<file path="src/rtl/tetris_pkg.sv">
// Shared key codes, FSM encoding, piece codes and shape packing for the Tetris
// falling-piece datapath.
package tetris_pkg;

  localparam logic [7:0] KEY_LEFT  = 8'h6b;
  localparam logic [7:0] KEY_RIGHT = 8'h74;
  localparam logic [7:0] KEY_DOWN  = 8'h72;
  localparam logic [7:0] KEY_ROT   = 8'h75;

  typedef enum logic [1:0] {
    ST_SPAWN = 2'd0,
    ST_FALL  = 2'd1,
    ST_LOCK  = 2'd2,
    ST_OVER  = 2'd3
  } fsm_state_t;

  typedef enum logic [2:0] {
    PC_O  = 3'd0,
    PC_I  = 3'd1,
    PC_T  = 3'd2,
    PC_L  = 3'd3,
    PC_J  = 3'd4,
    PC_S  = 3'd5,
    PC_Z  = 3'd6,
    PC_O2 = 3'd7
  } piece_t;

  // Four cells of a piece; each nibble is {dx[1:0], dy[1:0]} from the origin.
  typedef logic [3:0][3:0] shape_t;

  function automatic logic [1:0] cell_dx(input shape_t s, input logic [1:0] i);
    return s[i][3:2];
  endfunction

  function automatic logic [1:0] cell_dy(input shape_t s, input logic [1:0] i);
    return s[i][1:0];
  endfunction

endpackage

</file>
<file path="src/rtl/piece_fall_engine_if.sv">
// Key/query/status bundle between the PS/2 + VGA front end and the falling-piece engine.
interface piece_fall_engine_if;
  logic [7:0]  key_in;
  logic        key_en;
  logic [12:0] rand_in;
  logic [9:0]  pix_x;
  logic [9:0]  pix_y;
  logic        en_inner;
  logic        en_edge;
  logic [9:0]  ref_x;
  logic [9:0]  ref_y;
  logic [2:0]  piece_type;
  logic        lock_pulse;
  logic        game_over;

  modport master (
    output key_in, key_en, rand_in, pix_x, pix_y,
    input  en_inner, en_edge, ref_x, ref_y, piece_type, lock_pulse, game_over
  );

  modport slave (
    input  key_in, key_en, rand_in, pix_x, pix_y,
    output en_inner, en_edge, ref_x, ref_y, piece_type, lock_pulse, game_over
  );
endinterface

</file>
<file path="src/rtl/piece_shape_rom.sv">
// Combinational shape table: (type, rotation) -> four {dx,dy} cells, every shape
// anchored so its leftmost column and top row sit at offset 0.
module piece_shape_rom
  import tetris_pkg::*;
(
  input  logic [2:0] ptype,
  input  logic [1:0] rot,
  output shape_t     cells
);

  always_comb begin
    cells = 16'h0415;
    case (piece_t'(ptype))
      PC_I: cells = rot[0] ? 16'h0123 : 16'h048C;
      PC_T: begin
        case (rot)
          2'd0: cells = 16'h0485;
          2'd1: cells = 16'h4156;
          2'd2: cells = 16'h4159;
          2'd3: cells = 16'h0152;
        endcase
      end
      PC_L: begin
        case (rot)
          2'd0: cells = 16'h0126;
          2'd1: cells = 16'h0481;
          2'd2: cells = 16'h0456;
          2'd3: cells = 16'h8159;
        endcase
      end
      PC_J: begin
        case (rot)
          2'd0: cells = 16'h4526;
          2'd1: cells = 16'h0159;
          2'd2: cells = 16'h0412;
          2'd3: cells = 16'h0489;
        endcase
      end
      PC_S: cells = rot[0] ? 16'h0156 : 16'h4815;
      PC_Z: cells = rot[0] ? 16'h4152 : 16'h0459;
      default: cells = 16'h0415;
    endcase
  end

endmodule

</file>
<file path="src/rtl/piece_fall_engine.sv">
// Falling-piece engine: occupancy board, active pose, gravity, key moves with
// collision checking, lock/spawn, and a registered per-pixel cell query.
module piece_fall_engine
  import tetris_pkg::*;
#(
  parameter int CELL_SIZE = 16,
  parameter int COLS      = 10,
  parameter int ROWS      = 30,
  parameter int X_MIN     = 240,
  parameter int SPAWN_COL = 4,
  parameter int TICK_DIV  = 10000000,
  parameter int NUM_TYPES = 5
) (
  input  logic                iVGA_CLK,
  input  logic                iRST,
  piece_fall_engine_if.slave  bus
);

  localparam int SH    = $clog2(CELL_SIZE);
  localparam int QW    = 10 - SH;
  localparam int POS_W = $clog2(((COLS > ROWS) ? COLS : ROWS) + 4) + 1;
  localparam int NCELL = COLS * ROWS;
  localparam int IDX_W = $clog2(NCELL);
  localparam int TW    = (TICK_DIV > 1) ? $clog2(TICK_DIV) : 1;

  typedef logic signed [POS_W-1:0] pos_t;

  localparam pos_t          COLS_P    = pos_t'(COLS);
  localparam pos_t          ROWS_P    = pos_t'(ROWS);
  localparam pos_t          SPAWN_P   = pos_t'(SPAWN_COL);
  localparam logic [TW-1:0] TICK_LAST = TW'(TICK_DIV - 1);
  localparam logic [9:0]    X_MIN_P   = 10'(X_MIN);

  fsm_state_t       state, state_n;
  logic [2:0]       cur_type, cand_type, type_n;
  logic [1:0]       cur_rot, cand_rot, rot_n;
  pos_t             cur_col, cand_col, col_n;
  pos_t             cur_row, cand_row, row_n;
  logic [NCELL-1:0] board, board_n, lock_mask;
  logic [TW-1:0]    tick_cnt;
  logic             tick;
  logic             cand_req, cand_down, cand_blocked;
  logic             lock_pulse_q, lock_pulse_n;
  logic             game_over_q, game_over_n;
  shape_t           cur_cells, cand_cells;

  piece_shape_rom u_rom_cur  (.ptype(cur_type),  .rot(cur_rot),  .cells(cur_cells));
  piece_shape_rom u_rom_cand (.ptype(cand_type), .rot(cand_rot), .cells(cand_cells));

  function automatic pos_t cell_x(input pos_t org, input shape_t s, input logic [1:0] i);
    return org + pos_t'(cell_dx(s, i));
  endfunction

  function automatic pos_t cell_y(input pos_t org, input shape_t s, input logic [1:0] i);
    return org + pos_t'(cell_dy(s, i));
  endfunction

  function automatic logic [IDX_W-1:0] cell_idx(input pos_t cx, input pos_t cy);
    return IDX_W'(cy) * IDX_W'(COLS) + IDX_W'(cx);
  endfunction

  function automatic logic cell_blocked(input pos_t cx, input pos_t cy,
                                        input logic [NCELL-1:0] brd);
    if (cx[POS_W-1] || (cx >= COLS_P) || (cy >= ROWS_P)) return 1'b1;
    return brd[cell_idx(cx, cy)];
  endfunction

  assign tick = (tick_cnt == TICK_LAST);

  // Candidate pose: spawn pose, or the current pose with at most one change.
  always_comb begin
    cand_type = cur_type;
    cand_rot  = cur_rot;
    cand_col  = cur_col;
    cand_row  = cur_row;
    cand_req  = 1'b0;
    cand_down = 1'b0;
    case (state)
      ST_SPAWN: begin
        cand_type = 3'(bus.rand_in % 13'(NUM_TYPES));
        cand_rot  = 2'd0;
        cand_col  = SPAWN_P;
        cand_row  = '0;
        cand_req  = 1'b1;
      end
      ST_FALL: begin
        if (tick) begin
          cand_row  = cur_row + pos_t'(1);
          cand_req  = 1'b1;
          cand_down = 1'b1;
        end else if (bus.key_en) begin
          cand_req = 1'b1;
          case (bus.key_in)
            KEY_DOWN: begin
              cand_row  = cur_row + pos_t'(1);
              cand_down = 1'b1;
            end
            KEY_LEFT:  cand_col = cur_col - pos_t'(1);
            KEY_RIGHT: cand_col = cur_col + pos_t'(1);
            KEY_ROT:   cand_rot = cur_rot + 2'd1;
            default:   cand_req = 1'b0;
          endcase
        end
      end
      default: ;
    endcase
  end

  always_comb begin
    cand_blocked = 1'b0;
    for (int i = 0; i < 4; i++) begin
      if (cell_blocked(cell_x(cand_col, cand_cells, 2'(i)),
                       cell_y(cand_row, cand_cells, 2'(i)), board))
        cand_blocked = 1'b1;
    end
  end

  always_comb begin
    lock_mask = '0;
    for (int i = 0; i < 4; i++)
      lock_mask[cell_idx(cell_x(cur_col, cur_cells, 2'(i)),
                         cell_y(cur_row, cur_cells, 2'(i)))] = 1'b1;
  end

  always_comb begin
    state_n      = state;
    type_n       = cur_type;
    rot_n        = cur_rot;
    col_n        = cur_col;
    row_n        = cur_row;
    board_n      = board;
    lock_pulse_n = 1'b0;
    game_over_n  = game_over_q;
    case (state)
      ST_SPAWN: begin
        type_n = cand_type;
        rot_n  = cand_rot;
        col_n  = cand_col;
        row_n  = cand_row;
        if (cand_blocked) begin
          state_n     = ST_OVER;
          game_over_n = 1'b1;
        end else begin
          state_n = ST_FALL;
        end
      end
      ST_FALL: begin
        if (cand_req) begin
          if (!cand_blocked) begin
            rot_n = cand_rot;
            col_n = cand_col;
            row_n = cand_row;
          end else if (cand_down) begin
            state_n = ST_LOCK;
          end
        end
      end
      ST_LOCK: begin
        board_n      = board | lock_mask;
        lock_pulse_n = 1'b1;
        state_n      = ST_SPAWN;
      end
      default: ;
    endcase
  end

  always_ff @(posedge iVGA_CLK) begin
    if (iRST) state <= ST_SPAWN;
    else      state <= state_n;
  end

  always_ff @(posedge iVGA_CLK) begin
    if (iRST) begin
      cur_type     <= 3'd0;
      cur_rot      <= 2'd0;
      cur_col      <= SPAWN_P;
      cur_row      <= '0;
      board        <= '0;
      lock_pulse_q <= 1'b0;
      game_over_q  <= 1'b0;
      tick_cnt     <= '0;
    end else begin
      cur_type     <= type_n;
      cur_rot      <= rot_n;
      cur_col      <= col_n;
      cur_row      <= row_n;
      board        <= board_n;
      lock_pulse_q <= lock_pulse_n;
      game_over_q  <= game_over_n;
      if (state != ST_OVER)
        tick_cnt <= tick ? '0 : tick_cnt + TW'(1);
    end
  end

  // Query stage p0: decode pixel to cell and decide hit/border.
  logic [9:0]    off_x_p0;
  logic [QW-1:0] qc_p0, qr_p0;
  pos_t          qcol_p0, qrow_p0;
  logic          in_field_p0, hit_p0, edge_p0;
  logic          en_inner_p1, en_edge_p1;

  always_comb begin
    off_x_p0    = bus.pix_x - X_MIN_P;
    qc_p0       = off_x_p0[9:SH];
    qr_p0       = bus.pix_y[9:SH];
    qcol_p0     = pos_t'(qc_p0);
    qrow_p0     = pos_t'(qr_p0);
    in_field_p0 = (bus.pix_x >= X_MIN_P) && (qc_p0 < QW'(COLS)) && (qr_p0 < QW'(ROWS));
    hit_p0      = 1'b0;
    if (in_field_p0) begin
      hit_p0 = board[cell_idx(qcol_p0, qrow_p0)];
      if (state == ST_FALL || state == ST_LOCK) begin
        for (int i = 0; i < 4; i++) begin
          if (cell_x(cur_col, cur_cells, 2'(i)) == qcol_p0 &&
              cell_y(cur_row, cur_cells, 2'(i)) == qrow_p0)
            hit_p0 = 1'b1;
        end
      end
    end
    edge_p0 = (off_x_p0[SH-1:0] == '0) || (&off_x_p0[SH-1:0]) ||
              (bus.pix_y[SH-1:0] == '0) || (&bus.pix_y[SH-1:0]);
  end

  // Query stage p1: registered enables for the colour muxes.
  always_ff @(posedge iVGA_CLK) begin
    if (iRST) begin
      en_inner_p1 <= 1'b0;
      en_edge_p1  <= 1'b0;
    end else begin
      en_inner_p1 <= hit_p0 && !edge_p0;
      en_edge_p1  <= hit_p0 && edge_p0;
    end
  end

  assign bus.en_inner   = en_inner_p1;
  assign bus.en_edge    = en_edge_p1;
  assign bus.ref_x      = X_MIN_P + (10'(cur_col) << SH);
  assign bus.ref_y      = 10'(cur_row) << SH;
  assign bus.piece_type = cur_type;
  assign bus.lock_pulse = lock_pulse_q;
  assign bus.game_over  = game_over_q;

endmodule

</file>
<file path="src/flat_wrapper.sv">
// flat-port wrapper written by rule: the top's interface ports become plain ports
module piece_fall_engine_flat import tetris_pkg::*;
#(
  parameter int CELL_SIZE = 16,
  parameter int COLS      = 10,
  parameter int ROWS      = 30,
  parameter int X_MIN     = 240,
  parameter int SPAWN_COL = 4,
  parameter int TICK_DIV  = 10000000,
  parameter int NUM_TYPES = 5
)
  (iVGA_CLK, iRST, bus_key_in, bus_key_en, bus_rand_in, bus_pix_x, bus_pix_y, bus_en_inner, bus_en_edge, bus_ref_x, bus_ref_y, bus_piece_type, bus_lock_pulse, bus_game_over);
  piece_fall_engine_if bus_i ();
  input  logic iVGA_CLK;
  input  logic iRST;
  input wire logic [$bits(bus_i.key_in)-1:0] bus_key_in;
  input wire logic [$bits(bus_i.key_en)-1:0] bus_key_en;
  input wire logic [$bits(bus_i.rand_in)-1:0] bus_rand_in;
  input wire logic [$bits(bus_i.pix_x)-1:0] bus_pix_x;
  input wire logic [$bits(bus_i.pix_y)-1:0] bus_pix_y;
  output wire logic [$bits(bus_i.en_inner)-1:0] bus_en_inner;
  output wire logic [$bits(bus_i.en_edge)-1:0] bus_en_edge;
  output wire logic [$bits(bus_i.ref_x)-1:0] bus_ref_x;
  output wire logic [$bits(bus_i.ref_y)-1:0] bus_ref_y;
  output wire logic [$bits(bus_i.piece_type)-1:0] bus_piece_type;
  output wire logic [$bits(bus_i.lock_pulse)-1:0] bus_lock_pulse;
  output wire logic [$bits(bus_i.game_over)-1:0] bus_game_over;
  assign bus_i.key_in = bus_key_in;
  assign bus_i.key_en = bus_key_en;
  assign bus_i.rand_in = bus_rand_in;
  assign bus_i.pix_x = bus_pix_x;
  assign bus_i.pix_y = bus_pix_y;
  assign bus_en_inner = bus_i.en_inner;
  assign bus_en_edge = bus_i.en_edge;
  assign bus_ref_x = bus_i.ref_x;
  assign bus_ref_y = bus_i.ref_y;
  assign bus_piece_type = bus_i.piece_type;
  assign bus_lock_pulse = bus_i.lock_pulse;
  assign bus_game_over = bus_i.game_over;
  piece_fall_engine #(.CELL_SIZE(CELL_SIZE), .COLS(COLS), .ROWS(ROWS), .X_MIN(X_MIN), .SPAWN_COL(SPAWN_COL), .TICK_DIV(TICK_DIV), .NUM_TYPES(NUM_TYPES)) u_core (.iVGA_CLK(iVGA_CLK), .iRST(iRST), .bus(bus_i));
endmodule
</file>
<file path="config.mk">
export PLATFORM = sky130hd
export DESIGN_NAME = piece_fall_engine_flat
export DESIGN_NICKNAME = d
export VERILOG_FILES = /design/src/rtl/tetris_pkg.sv /design/src/rtl/piece_fall_engine_if.sv /design/src/rtl/piece_shape_rom.sv /design/src/rtl/piece_fall_engine.sv /design/src/flat_wrapper.sv
export SDC_FILE = /design/constraint.sdc
export NUM_CORES = 2
export LEC_CHECK = 0
export ABC_AREA = 0
export BUFFER_PORTS_ARGS = -buffer_cell sky130_fd_sc_hd__buf_2
export CAP_MARGIN = 5
export CORE_MARGIN = 4
export CORE_UTILIZATION = 25
export CTS_CLUSTER_DIAMETER = 120
export DETAILED_ROUTE_END_ITERATION = 8
export PLACE_DENSITY_LB_ADDON = 0.1
export SLEW_MARGIN = 10
export SYNTH_ARGS = -nofsm -noshare
export SYNTH_HDL_FRONTEND = slang
export SYNTH_SLANG_ARGS = --single-unit
</file>
<file path="constraint.sdc">
create_clock -name iVGA_CLK -period 10.7 [get_ports iVGA_CLK]
set_input_delay 0 -clock iVGA_CLK [delete_from_list [all_inputs] [get_ports iVGA_CLK]]
set_output_delay 0 -clock iVGA_CLK [all_outputs]
set_load 0.1 [all_outputs]
</file>
==> impl_metrics.env <==
export IMPL_outcome="completed"
export IMPL_crit_buf_inv=7
export IMPL_pin_count=71
export IMPL_root_buffer="clkbuf_16"
export IMPL_finalSetupTns_ns=0
export IMPL_io_buffers=62
export IMPL_max_freq_ghz=0.104
export IMPL_maxCapViolations=0
export IMPL_cts_repair_resized=0
export IMPL_fin_util=0.284
export IMPL_drt_iter0_drc=4773
export IMPL_min_delay_start="bus_rand_in[2]"
export IMPL_start_util=0.252
export IMPL_rr_startpoint="u_core.tick_cnt[10]"
export IMPL_layout_drive_gt1_share=0.195
export IMPL_met1_length_mm=90.7
export IMPL_yosysSeqAreaShare=0.174
export IMPL_clock_skew_ns=0.0225
export IMPL_synth_top_area_cell="mux4_2"
export IMPL_clock_sinks=349
export IMPL_cpMaxStageDelayCell="xor2_2"
export IMPL_ys_seq_elements=349
export IMPL_dp_hpwl_mm=155
export IMPL_cts_tree="yes"
export IMPL_min_period_ns=9.63
export IMPL_synth_top_area_frac=0.266
export IMPL_num_fill_cells=16967
export IMPL_cp_required_ns=11.22
export IMPL_power_leakage_nw=15.4
export IMPL_finalSetupViolations=0
export IMPL_post_place_cells=6454
export IMPL_synth_cells=4555
export IMPL_drc=0
export IMPL_avgViaCountPerCell=6.06
export IMPL_async_reset_ff_frac=0
export IMPL_hold_viol=0
export IMPL_htree_levels=2
export IMPL_cp_arrival_ns=10.15
export IMPL_cp_slowest_stage_delay_ns=0.57
export IMPL_ir_drop_v=0.000518
export IMPL_crit_type="in -> reg"
export IMPL_rsz0062_at_grt="false"
export IMPL_ys_types=104
export IMPL_cp_end_kind="register"
export IMPL_die_area_sq_um=167000
export IMPL_r2r_slack_ns=1.69
export IMPL_p_per_area_nw_per_um2=364
export IMPL_cp_common_cell="ha_1"
export IMPL_ff2ff_path_depth=34
export IMPL_finalMaxSlewViolations=0
export IMPL_final_cell_mix="a21oi_1, mux4_2, nor2_1, dfxtp_1, o22ai_1"
export IMPL_regToRegEndpoint="u_core.cur_col[6]"
export IMPL_syn_avg_cell_area_sq_um=8.80
export IMPL_wl_met2_mm=93.5
export IMPL_grt_pass1_wl_mm=300
export IMPL_worst_slew_pin_transition_ns=1.40
export IMPL_crit_path_start_kind="input port"
export IMPL_antenna_found_initial=14
export IMPL_postRouteAntennaNets=0
export IMPL_grt_overflow=0
export IMPL_top_layer="met5"
export IMPL_clk_pin_slew_ns=0.06
export IMPL_wl_per_cell_um=32.6
export IMPL_routed_via_count=39717
export IMPL_grt_pass1_vias=38187
export IMPL_path_delay_family="compound AO/OA/AOI/OAI gates"
export IMPL_route_met3_wl_mm=17.6
export IMPL_finalCritPeriodShare=0.900
export IMPL_fp_dieH_um=408
export IMPL_hold_depth=6
export IMPL_drt_first_pass_iters=6
export IMPL_syn_to_final_growth_pct=12.5
export IMPL_ctsLongestPathBuffers=3
export IMPL_finalPower_mw=16.4
export IMPL_clk_latency_ns=0.66
export IMPL_synth_area_leaders="mux4_2, dfxtp_1, a21oi_1, ha_1, o22ai_1"
export IMPL_fin_nets=4717
export IMPL_slew_headroom=0.0654
export IMPL_crit_path_max_fanout=24
export IMPL_yosysWarnings=0
export IMPL_synth_edf_count=0
export IMPL_min_path_type="in -> reg"
export IMPL_numCtsBuffers=50
export IMPL_grt_use_total=0.247
export IMPL_syn_area_sq_um=40100
export IMPL_final_cells=6556
export IMPL_rows=146
export IMPL_grt_max_degree=100
export IMPL_wirelength_mm=214
export IMPL_ys_flop_type="dfxtp_1"
export IMPL_holdPathEnd="u_core.bus.piece_type[1]"
export IMPL_core_area_sq_um=159000
export IMPL_place_gp_congestion=0.958
export IMPL_fp_dieW_um=408
export IMPL_layout_commonest_cell="a21oi_1"
worst register-to-register path: cells and delay by family, from the launching register on:
| kind | cells | cell delay, ns |
|---|---|---|
| AOI/OAI and AO/OA | 10 | 1.85 |
| xor gates and xnor gates | 1 | 0.57 |
| and+or+nand+nor | 7 | 1.66 |
| adders and majority gates | 7 | 2.36 |
| DFF | 1 | 0.44 |
| muxes | 2 | 0.79 |
| buffers and inverters | 7 | 1.21 |
worst max-delay path by stage:
stage                          startpoint  cells past startpoint  slack, ns                 to
after floorplan           bus_rand_in[12]                     38       1.84  u_core.cur_col[0]
after CTS                  bus_rand_in[8]                     40       1.15  u_core.cur_col[6]
after global routing       bus_rand_in[8]                     41       0.38  u_core.cur_col[6]
final                      bus_rand_in[8]                     40       1.07  u_core.cur_col[6]
after detailed placement   bus_rand_in[8]                     40       0.47  u_core.cur_col[6]
after global placement     bus_rand_in[8]                     37      -0.15  u_core.cur_col[6]
metal layers:
metal,up-vias,GRT usage
met2,2094,0.375
li1,17172,-
met3,448,0.0503
met4,10,0.113
met1,19993,0.336
met5,-,0
power by group:
| group | leakage [nW] | switching [mW] | internal (mW) |
|---|---|---|---|
| registers | 2.81 | 0.104 | 1.37 |
| clock network | 0.872 | 0.740 | 1.12 |
| logic | 11.7 | 9.11 | 3.95 |
| total | 15.4 | 9.95 | 6.44 |
area by class of cell:
type,count,area [sq um],share of cell area
clock buffers,64,1400,0.0311
multi-input cells,3566,30900,0.686
clock inverters,25,382,0.00847
diodes,5,12.5,0.000278
flip-flops and latches,349,6990,0.155
inverters,241,905,0.0201
well taps,2072,2590,0.0575
repair buffers,234,1850,0.0411
synth_stat cells (82+ instances only):
cell / number
inv_1: 235
o21ai_0: 281
xor2_1: 82
a21oi_1: 557
nand2_1: 239
clkbuf_1: 323
mux4_2: 474
dfxtp_1: 349
ha_1: 200
o22ai_1: 319
xnor2_1: 189
nor2_1: 468
o221ai_1: 88
metrics by stage:
step | worst slack, ns | area, sq um | hold slack [ns]
2_1_floorplan | 1.84 | 40100 | 0.172
3_3_place_gp | -0.154 | 43200 | 0.323
6_report | 1.07 | 45100 | 0.188
5_1_grt | 0.376 | 45100 | 0.250
4_1_cts | 1.15 | 45100 | 0.142
3_5_place_dp | 0.470 | 43200 | 0.314
registers in the layout, summed over array words and instances, names as in the netlist, 2 cells and up:
signal                 cells
u_core.board             300
u_core.bus.piece_type      3
u_core.cur_col             7
u_core.cur_rot             2
u_core.cur_row             7
u_core.state               2
u_core.tick_cnt           24
timing repair:
action,in CTS,in global routing
setup buffers,0,0
endpoints found under the hold margin,61,0
hold buffers,8,0
logic make-up (layout without fill, tap and decap cells):
| logic type | Yosys count | in the layout | share of synthesized area |
|---|---|---|---|
| other | 1 | 13 | 0.0000936 |
| muxes | 522 | 522 | 0.279 |
| xor gates and xnor gates | 274 | 274 | 0.0609 |
| DFF | 349 | 349 | 0.174 |
| buffers and inverters | 647 | 564 | 0.0630 |
| adders and majority gates | 231 | 231 | 0.0779 |
| AOI/OAI and AO/OA | 1499 | 1499 | 0.226 |
| and+or+nand+nor | 1032 | 1032 | 0.119 |
No activity file was read; power rests on OpenSTA's default activity.
